<file path="src/rtl/alu_seq_pkg.sv">
// -----------------------------------------------------------------------------
// alu_seq_pkg
// Shared constants for the 8-bit ALU command sequencer:
//   - ALU opcode constants (0..7 arithmetic, 8..F logical)
//   - FSM state encoding (IDLE / ISSUE / RESP)
//   - is_div_zero(): flags divide/modulo with a zero divisor
// -----------------------------------------------------------------------------
package alu_seq_pkg;

   localparam logic [3:0] OP_INC  = 4'h0;
   localparam logic [3:0] OP_DEC  = 4'h1;
   localparam logic [3:0] OP_ADD  = 4'h2;
   localparam logic [3:0] OP_SUB  = 4'h3;
   localparam logic [3:0] OP_RSUB = 4'h4;
   localparam logic [3:0] OP_MUL  = 4'h5;
   localparam logic [3:0] OP_DIV  = 4'h6;
   localparam logic [3:0] OP_MOD  = 4'h7;
   localparam logic [3:0] OP_AND  = 4'h8;
   localparam logic [3:0] OP_OR   = 4'h9;
   localparam logic [3:0] OP_NOTA = 4'hA;
   localparam logic [3:0] OP_NOTB = 4'hB;
   localparam logic [3:0] OP_NAND = 4'hC;
   localparam logic [3:0] OP_NOR  = 4'hD;
   localparam logic [3:0] OP_XOR  = 4'hE;
   localparam logic [3:0] OP_XNOR = 4'hF;

   localparam logic [1:0] IDLE  = 2'd0;
   localparam logic [1:0] ISSUE = 2'd1;
   localparam logic [1:0] RESP  = 2'd2;

   // The downstream ALU has no zero-divisor handling, so these commands
   // must never reach it.
   function automatic logic is_div_zero(input logic [3:0] op, input logic [7:0] b);
      return ((op == OP_DIV) || (op == OP_MOD)) && (b == 8'h00);
   endfunction

endpackage

</file>
<file path="src/rtl/alu_8_bit_sequencer.sv">
// -----------------------------------------------------------------------------
// alu_8_bit_sequencer
// Registered command front-end for an 8-bit combinational ALU that sits
// beside this block in the parent.
//
// Optional feature macro: ALU_SEQ_ACCUM_EN
//   defined   : adds Cmd_Use_Acc_In and an 8-bit accumulator that can replace
//               operand A; it loads every captured result.
//   undefined : operand A always comes from Cmd_A_In.
//
// Handshakes: a transfer happens on a rising edge where valid and ready are
// both high. Valid never depends on ready; once Rsp_Valid_Out is high the
// Rsp_* payload stays stable until the transfer edge.
//
// Ports:
//   Clock_In, Reset_In (async, active high)
//   Cmd_Valid_In / Cmd_Ready_Out / Cmd_Op_In / Cmd_A_In / Cmd_B_In : command
//   ALU_Enable_Out / ALU_Op_Out / ALU_A_Out / ALU_B_Out            : to ALU
//   ALU_Result_In / ALU_Carry_In                                   : from ALU
//   Rsp_Valid_Out / Rsp_Ready_In / Rsp_Result_Out / Rsp_Carry_Out /
//   Rsp_Zero_Out / Rsp_Div_Zero_Out                                : response
//   Busy_Out        : state != IDLE
//   Op_Count_Out    : completed responses, wraps
//   Dbg_State_Out   : current FSM state (alu_seq_pkg encoding)
// -----------------------------------------------------------------------------
module alu_8_bit_sequencer
   import alu_seq_pkg::*;
#(
   parameter int unsigned COUNT_WIDTH     = 16,
   parameter logic [7:0]  DIV_ZERO_RESULT = 8'hFF
) (
   input  logic                   Clock_In,
   input  logic                   Reset_In,
   input  logic                   Cmd_Valid_In,
   output logic                   Cmd_Ready_Out,
   input  logic [3:0]             Cmd_Op_In,
   input  logic [7:0]             Cmd_A_In,
   input  logic [7:0]             Cmd_B_In,
`ifdef ALU_SEQ_ACCUM_EN
   input  logic                   Cmd_Use_Acc_In,
`endif
   output logic                   ALU_Enable_Out,
   output logic [3:0]             ALU_Op_Out,
   output logic [7:0]             ALU_A_Out,
   output logic [7:0]             ALU_B_Out,
   input  logic [7:0]             ALU_Result_In,
   input  logic                   ALU_Carry_In,
   output logic                   Rsp_Valid_Out,
   input  logic                   Rsp_Ready_In,
   output logic [7:0]             Rsp_Result_Out,
   output logic                   Rsp_Carry_Out,
   output logic                   Rsp_Zero_Out,
   output logic                   Rsp_Div_Zero_Out,
   output logic                   Busy_Out,
   output logic [COUNT_WIDTH-1:0] Op_Count_Out,
   output logic [1:0]             Dbg_State_Out
);

   logic [1:0] state;
   logic       issue_div_zero;   // latched at acceptance, gates the ALU enable
   logic [7:0] a_sel;
   logic [7:0] cap_result;
   logic       cap_carry;

`ifdef ALU_SEQ_ACCUM_EN
   logic [7:0] acc;
   always_comb begin
      a_sel = Cmd_Use_Acc_In ? acc : Cmd_A_In;
   end
`else
   always_comb begin
      a_sel = Cmd_A_In;
   end
`endif

   // A zero divisor never enables the ALU, so its outputs are floating; the
   // substitute result is taken instead of whatever is on ALU_Result_In.
   always_comb begin
      cap_result = issue_div_zero ? DIV_ZERO_RESULT : ALU_Result_In;
      cap_carry  = issue_div_zero ? 1'b0 : ALU_Carry_In;
   end

   // Decoded straight from the async-reset state register so that enable and
   // valid fall the instant reset asserts.
   always_comb begin
      Cmd_Ready_Out  = (state == IDLE);
      Busy_Out       = (state != IDLE);
      Rsp_Valid_Out  = (state == RESP);
      ALU_Enable_Out = (state == ISSUE) && !issue_div_zero;
      Dbg_State_Out  = state;
   end

   always_ff @(posedge Clock_In or posedge Reset_In) begin
      if (Reset_In) begin
         state            <= IDLE;
         issue_div_zero   <= 1'b0;
         ALU_Op_Out       <= 4'h0;
         ALU_A_Out        <= 8'h00;
         ALU_B_Out        <= 8'h00;
         Rsp_Result_Out   <= 8'h00;
         Rsp_Carry_Out    <= 1'b0;
         Rsp_Zero_Out     <= 1'b0;
         Rsp_Div_Zero_Out <= 1'b0;
         Op_Count_Out     <= '0;
`ifdef ALU_SEQ_ACCUM_EN
         acc              <= 8'h00;
`endif
      end else begin
         case (state)
            IDLE: begin
               if (Cmd_Valid_In) begin
                  ALU_Op_Out     <= Cmd_Op_In;
                  ALU_A_Out      <= a_sel;
                  ALU_B_Out      <= Cmd_B_In;
                  issue_div_zero <= is_div_zero(Cmd_Op_In, Cmd_B_In);
                  state          <= ISSUE;
               end
            end
            ISSUE: begin
               Rsp_Result_Out   <= cap_result;
               Rsp_Carry_Out    <= cap_carry;
               Rsp_Zero_Out     <= (cap_result == 8'h00);
               Rsp_Div_Zero_Out <= issue_div_zero;
`ifdef ALU_SEQ_ACCUM_EN
               acc              <= cap_result;
`endif
               state            <= RESP;
            end
            RESP: begin
               if (Rsp_Ready_In) begin
                  Op_Count_Out <= Op_Count_Out + COUNT_WIDTH'(1);
                  state        <= IDLE;
               end
            end
            default: state <= IDLE;
         endcase
      end
   end

endmodule

</file>
<file path="config.mk">
export PLATFORM = sky130hd
export DESIGN_NAME = alu_8_bit_sequencer
export DESIGN_NICKNAME = d
export VERILOG_FILES = /design/src/rtl/alu_seq_pkg.sv /design/src/rtl/alu_8_bit_sequencer.sv
export SDC_FILE = /design/constraint.sdc
export NUM_CORES = 1
export LEC_CHECK = 0
export ABC_AREA = 1
export BUFFER_PORTS_ARGS = -buffer_cell sky130_fd_sc_hd__buf_2
export CORE_ASPECT_RATIO = 1.25
export CORE_MARGIN = 2
export CORE_UTILIZATION = 40
export DETAILED_ROUTE_END_ITERATION = 16
export GPL_TIMING_DRIVEN = 1
export PLACE_DENSITY = 0.68
export SLEW_MARGIN = 20
export SYNTH_ARGS = -nofsm -noshare
export SYNTH_HDL_FRONTEND = slang
export SYNTH_SLANG_ARGS = --single-unit
</file>
<file path="constraint.sdc">
create_clock -name Clock_In -period 4.7 [get_ports Clock_In]
set_clock_uncertainty 0.2 [all_clocks]
set_input_delay 0.235 -clock Clock_In [delete_from_list [all_inputs] [get_ports Clock_In]]
set_output_delay 0.235 -clock Clock_In [all_outputs]
set_load 0.03 [all_outputs]
</file>
==> flow_summary.yaml, run 1 <==
yosys:
  synth-main-ff-cell: "dfrtp_1"
  syn-cell-area_sq_um: 2210
  synth-seq-area-share_pct: 56.7
  synth-async-reset-ratio_pct: 100
  yosys.cell_types.count: 25
  syn-num-nets: 287
  synthTopCellsByArea: "dfrtp_1, nand2_1, inv_1, nor2_1, o21ai_0"
  avgSynthCellArea_sq_um: 8.73
  synth-edff-count: 0
  yosysWarningCount: 0
  ys_seq_elements: 50
  synth_most_common_cell: "nand2_1"
  yosys.area.top_type: "dfrtp_1"
  synth_common_cells: "nand2_1, dfrtp_1, inv_1"
  synth_cells: 253
  synth.top_cell.area_share_pct: 56.7
placed_design:
  dp_hpwl_mm: 3.48
  io_buffers: 85
  place_congestion: 0.794
floorplanning:
  io_pins: 86
  die_area_sq_um: 6140
  coreArea_sq_um: 5370
  die_w_microns: 70.5
  die_h_microns: 87.1
  std_cell_rows: 30
  start_util_pct: 41.1
power:
  peakVddDrop_mv: 0.279
  p_total_w: 0.00186
  p_int_w: 0.00103
  combPwrFrac_pct: 43.7
  p_sw_w: 0.000824
  leakage_nw: 1.75
  powerDensity_nw_per_um2: 602
  clkPwrFrac_pct: 20.1
  switching_share_pct: 44.4
  seqPwrFrac_pct: 36.2
sta:
  slew_headroom_pct: 42.2
  whs_ps: 4.50
  hold_violations: 0
  slew_violations: 0
  fmax_ghz: 0.442
  setup-tns-final_ps: 0
  min_period_ps: 2260
  setup_viol: 0
  worst_pin_slew_ps: 867
  finalCritPeriodShare_pct: 48.1
  grt_setup_unrepaired: "false"
cts:
  cts_tree: "yes"
  cts_sinks: 50
  cts_max_level: 2
  cts_made_buffers: 5
  root_buffer: "clkbuf_8"
  clkLatencyLatePin_ps: 310
  cts_resized: 0
  cts_buffer_depth: 2
  post_cts_buffers: 0
  clkTransAtPathRegs_ps: 100
routing:
  drtIter0Drc: 74
  finalWirelength_mm: 5.11
  ant_nets: 0
  vias: 1993
  wl_per_cell_microns: 11.9
  drc: 0
  drtPass1Iterations: 4
  via_per_inst: 4.62
worst_setup_path:
  cp-start-kind: "register"
  cp_data_required_time_ps: 4700
  cp.arrival_ps: 2260
  cp_max_fo: 31
  setup.worst_path.end_class: "register"
  critPathKind: "register to register"
grt:
  grt_pass1_vias: 1906
  grt_pass1_wl_mm: 8.09
  gr-total-overflow: 0
  grt_max_degree: 51
  grt_use_total_pct: 16.7
  antenna_found_initial: 0
layout:
  nFillCells: 493
  nets: 400
  syn_to_final_growth_pct: 39.7
  drive_gt1_share_pct: 28.3
  antenna_cells: 0
status:
  outcome: "finished, final reports clean"
run:
  cap_violations: 0
min_path:
  worstHoldPathType: "input port to register"
-- critical path, stage by stage, from the launching register on --
cell and delay, ps:
dfrtp_1 510, nor2_1 100, nand2_1 650, inv_1 440, nand2_1 180, nand2_1 70
-- through the flow --
step,setup slack [ps],cells,util [%],cell area [sq um]
after floorplan,2760,253,-,2210
after global placement,2540,398,50.1,2690
after detailed placement,2460,398,50.1,2690
after CTS,2440,430,57.3,3070
after global routing,2200,431,57.5,3090
final,2440,431,57.5,3090
-- repair_timing --
item,4_1_cts,5_1_grt
setup endpoints to repair,0,0
hold buffers,24,1
hold endpoints to repair,25,50
-- per-layer routing --
metal / GRT usage, % / part of all wire, % / vias up
li1: - / - / 1001
met1: 17.8 / 41 / 942
met2: 32.0 / 53 / 44
met3: 3.70 / 4.4 / 6
met4: 6.29 / 1.5 / 0
met5: 0 / 0 / -
-- cell usage in the layout (no fill, tap or decap), drive strengths merged --
master       Yosys  routed
a22o             1       1
dfrtp           50      50
bufinv           0       2
inv             33      32
clkbuf           0       6
clkinv           0       1
buf              4      85
ha               1       1
a21oi            6       6
nand4            5       5
xor2             3       3
nand3b           2       2
dlygate4sd3      0      25
nor3             3       3
o21ai           12      12
xnor2            5       5
nor2            28      28
nand3           10      10
nand2           90      90
-- logic make-up after synthesis --
kind of cell | Yosys count | synth area share [%]
xor gates and xnor gates | 8 | 3.17
adders and majority gates | 1 | 0.566
DFF | 50 | 56.7
buffers and inverters | 37 | 6.63
AOI/OAI and AO/OA | 19 | 4.48
and+or+nand+nor | 138 | 28.5
-- power groups by stage --
stage	registers [W]	logic, W	clock network (W)
2_1_floorplan	0.000973	0.000269	0
3_3_place_gp	0.000680	0.000788	0
3_5_place_dp	0.000680	0.000803	0
4_1_cts	0.000674	0.000819	0.000382
5_1_grt	0.000694	0.000875	0.000399
6_report	0.000673	0.000812	0.000373
-- final timing paths --
path | from | endpoint | slack (ps) | cells after the start
worst max-delay path | Dbg_State_Out[1] | ALU_A_Out[2] | 2440 | 5
worst min-delay path | Cmd_B_In[4] | ALU_B_Out[4] | 4 | 3
worst max register to register | Dbg_State_Out[1] | ALU_A_Out[2] | 2440 | 5
worst min register to register | ALU_A_Out[5] | ALU_A_Out[5] | 280 | 2
max in group asynchronous | Reset_In | ALU_A_Out[3] | 3350 | 3
min in group asynchronous | Reset_In | ALU_A_Out[4] | 420 | 3
-- flip-flops by register name, summed over array words and instances (netlist names) --
name / count
ALU_A_Out: 8
ALU_B_Out: 8
ALU_Op_Out: 4
Dbg_State_Out: 2
Op_Count_Out: 16
Rsp_Carry_Out: 1
Rsp_Div_Zero_Out: 1
Rsp_Result_Out: 8
Rsp_Zero_Out: 1
issue_div_zero: 1
-- final cells by class --
cell class	instances	area, sq um	share of cell area (%)
tap	64	80.1	2.60
sequential	50	1250	40.6
multi-input combinational	166	811	26.3
clock inverter	2	60.1	1.95
timing repair buffer	110	676	21.9
inverter	33	125	4.06
clock buffer	6	82.6	2.68
Power figures use the tool's default switching activity.
==> run 2, diff against run 1 <==
PLACE_DENSITY = 0.7   (was 0.68)
clock period = 1.9 ns   (was 4.7 ns; I/O delays follow)
==> flow_summary.yaml, run 2 (synthesis gave the netlist of run 1 again) <==
worst_setup_path:
  path_common_cell: "nor2_4"
  cp-start-kind: "register"
  cp.depth: 5
  max_stage_delay_ps: 410
  setup.worst_path.end_class: "output pin"
  critPathKind: "register to output pin"
  cp_num_buf_inv: 3
  cp_data_required_time_ps: 1600
  cp_max_fo: 7
  critPathTopFamily: "buffers and inverters"
  cp.arrival_ps: 1480
  critical-path-slowest-cell: "dfrtp_1"
  crit_chain: "inv_1 > nor2_4 > inv_2 > nor2_4 > clkbuf_4"
  reg2reg_depth: 6
routing:
  finalWirelength_mm: 5.37
  via_per_inst: 4.57
  met2_length_mm: 2.92
  routed.top_layer: "met4"
  ant_nets: 0
  drc: 0
  wl_met3_microns: 194
  drtPass1Iterations: 4
  drtIter0Drc: 98
  wl_per_cell_microns: 12.1
  vias: 2025
  wl_met1_mm: 2.15
layout:
  top_register: "Op_Count_Out"
  layout_common_cells: "nand2_1, buf_2, dfrtp_1, dlygate4sd3_1, inv_1"
  syn_to_final_growth_pct: 43.5
  largest_register_ffs: 16
  layout_commonest_cell: "nand2_1"
  antenna_cells: 0
  drive_gt1_share_pct: 29.0
  nets: 413
cts:
  clkTransAtPathRegs_ps: 90
  cts_sinks: 50
  root_buffer: "clkbuf_8"
  cts_max_level: 2
  cts_buffer_depth: 2
  clkLatencyLatePin_ps: 300
  cts_tree: "yes"
  cts_made_buffers: 5
sta:
  min_period_ps: 1780
  grt_setup_unrepaired: "false"
  hold_violations: 0
  finalCritPeriodShare_pct: 93.5
  setup_viol: 0
  slew_violations: 0
  worst_pin_slew_ps: 540
  fmax_ghz: 0.563
  setup-tns-final_ps: 0
  slew_headroom_pct: 64.0
power:
  seqPwrFrac_pct: 37.3
  combPwrFrac_pct: 46.3
  powerDensity_nw_per_um2: 1420
  switching_share_pct: 45.7
  p_sw_w: 0.00205
  p_int_w: 0.00244
  peakVddDrop_mv: 0.757
  leakage_nw: 1.78
  p_total_w: 0.00449
  clkPwrFrac_pct: 16.4
floorplanning:
  coreArea_sq_um: 5370
  die_w_microns: 70.5
  die_area_sq_um: 6140
  die_h_microns: 87.1
  std_cell_rows: 30
  io_pins: 86
  start_util_pct: 41.1
grt:
  gr-total-overflow: 0
  grt_pass1_vias: 2001
  antenna_found_initial: 0
  grt_pass1_wl_mm: 8.74
  grt_use_total_pct: 18.1
  grt_max_degree: 31
placed_design:
  io_buffers: 85
  place_congestion: 0.831
  dp_hpwl_mm: 3.68
min_path:
  hold_path_depth: 3
  worstHoldPathType: "input port to register"
run:
  cap_violations: 0
status:
  outcome: "finished, final reports clean"
==> run 2: changes by cell type in the layout (fill, tap and decap cells not counted) <==
cell	previous run	this run
clkbuf_4	0	1
nor2_1	23	22
buf_2	85	84
inv_2	1	2
clkinv_4	0	1
bufinv_16	2	1
nor2_2	1	2
clkbuf_8	6	5
buf_4	0	6
clkinv_2	1	0
dlygate4sd3_1	25	32
==> run 2: path summary, 6_finish.rpt <==
check                                 startpoint          endpoint  slack (ps)
worst max-delay path            Dbg_State_Out[0]    ALU_Enable_Out         120
worst min-delay path                Cmd_Valid_In  Dbg_State_Out[0]          50
worst max register to register   Op_Count_Out[0]  Op_Count_Out[12]         290
worst min register to register     ALU_Op_Out[3]     ALU_Op_Out[3]         280
max in group asynchronous               Reset_In      ALU_B_Out[0]         740
min in group asynchronous               Reset_In   Op_Count_Out[1]         180
==> run 2: stage by stage <==
stage	setup slack [ps]	instance area, sq um	utilization [%]	hold slack (ps)	std cells
finish	123	3170	59.0	53.8	443
global route	14.9	3170	59.0	101	443
CTS	0.375	3140	58.6	43.5	440
detailed placement	308	2720	50.6	-15.3	401
global placement	368	2720	50.6	-26.7	401
floorplan	158	2210	-	2.31	253
==> run 2: layer usage <==
layer	vias up	GRT usage, %
met3	8	3.36
met5	-	0
li1	1023	-
met1	940	20.1
met2	54	33.6
met4	0	8.04
==> run 2: final cells by class <==
type / instances / area [sq um]
fill: 468 / 2200
sequential: 50 / 1250
multi-input combinational: 166 / 813
timing repair buffer: 123 / 793
inverter: 33 / 124
tap: 64 / 80.1
clock buffer: 5 / 68.8
clock inverter: 2 / 38.8
==> run 2: repair_timing <==
item	CTS	global route
hold endpoints to repair	56	0
hold buffers	32	0
buffers inserted	0	3
gates resized for setup	0	1
endpoints found under the setup margin	0	1
==> run 2: tightest hold or removal path: cells and delay by family <==
kind	cells	cell delay, ps
buffers and inverters	2	270
AND/OR/NAND/NOR	1	70
==> run 2: power by group through the flow <==
stage               Clock, W  Sequential, W  Combinational [W]
finish              0.000736        0.00168            0.00208
global route        0.000801        0.00173            0.00225
CTS                 0.000754        0.00168            0.00204
detailed placement         0        0.00169            0.00199
global placement           0        0.00169            0.00196
floorplan                  0        0.00241           0.000668
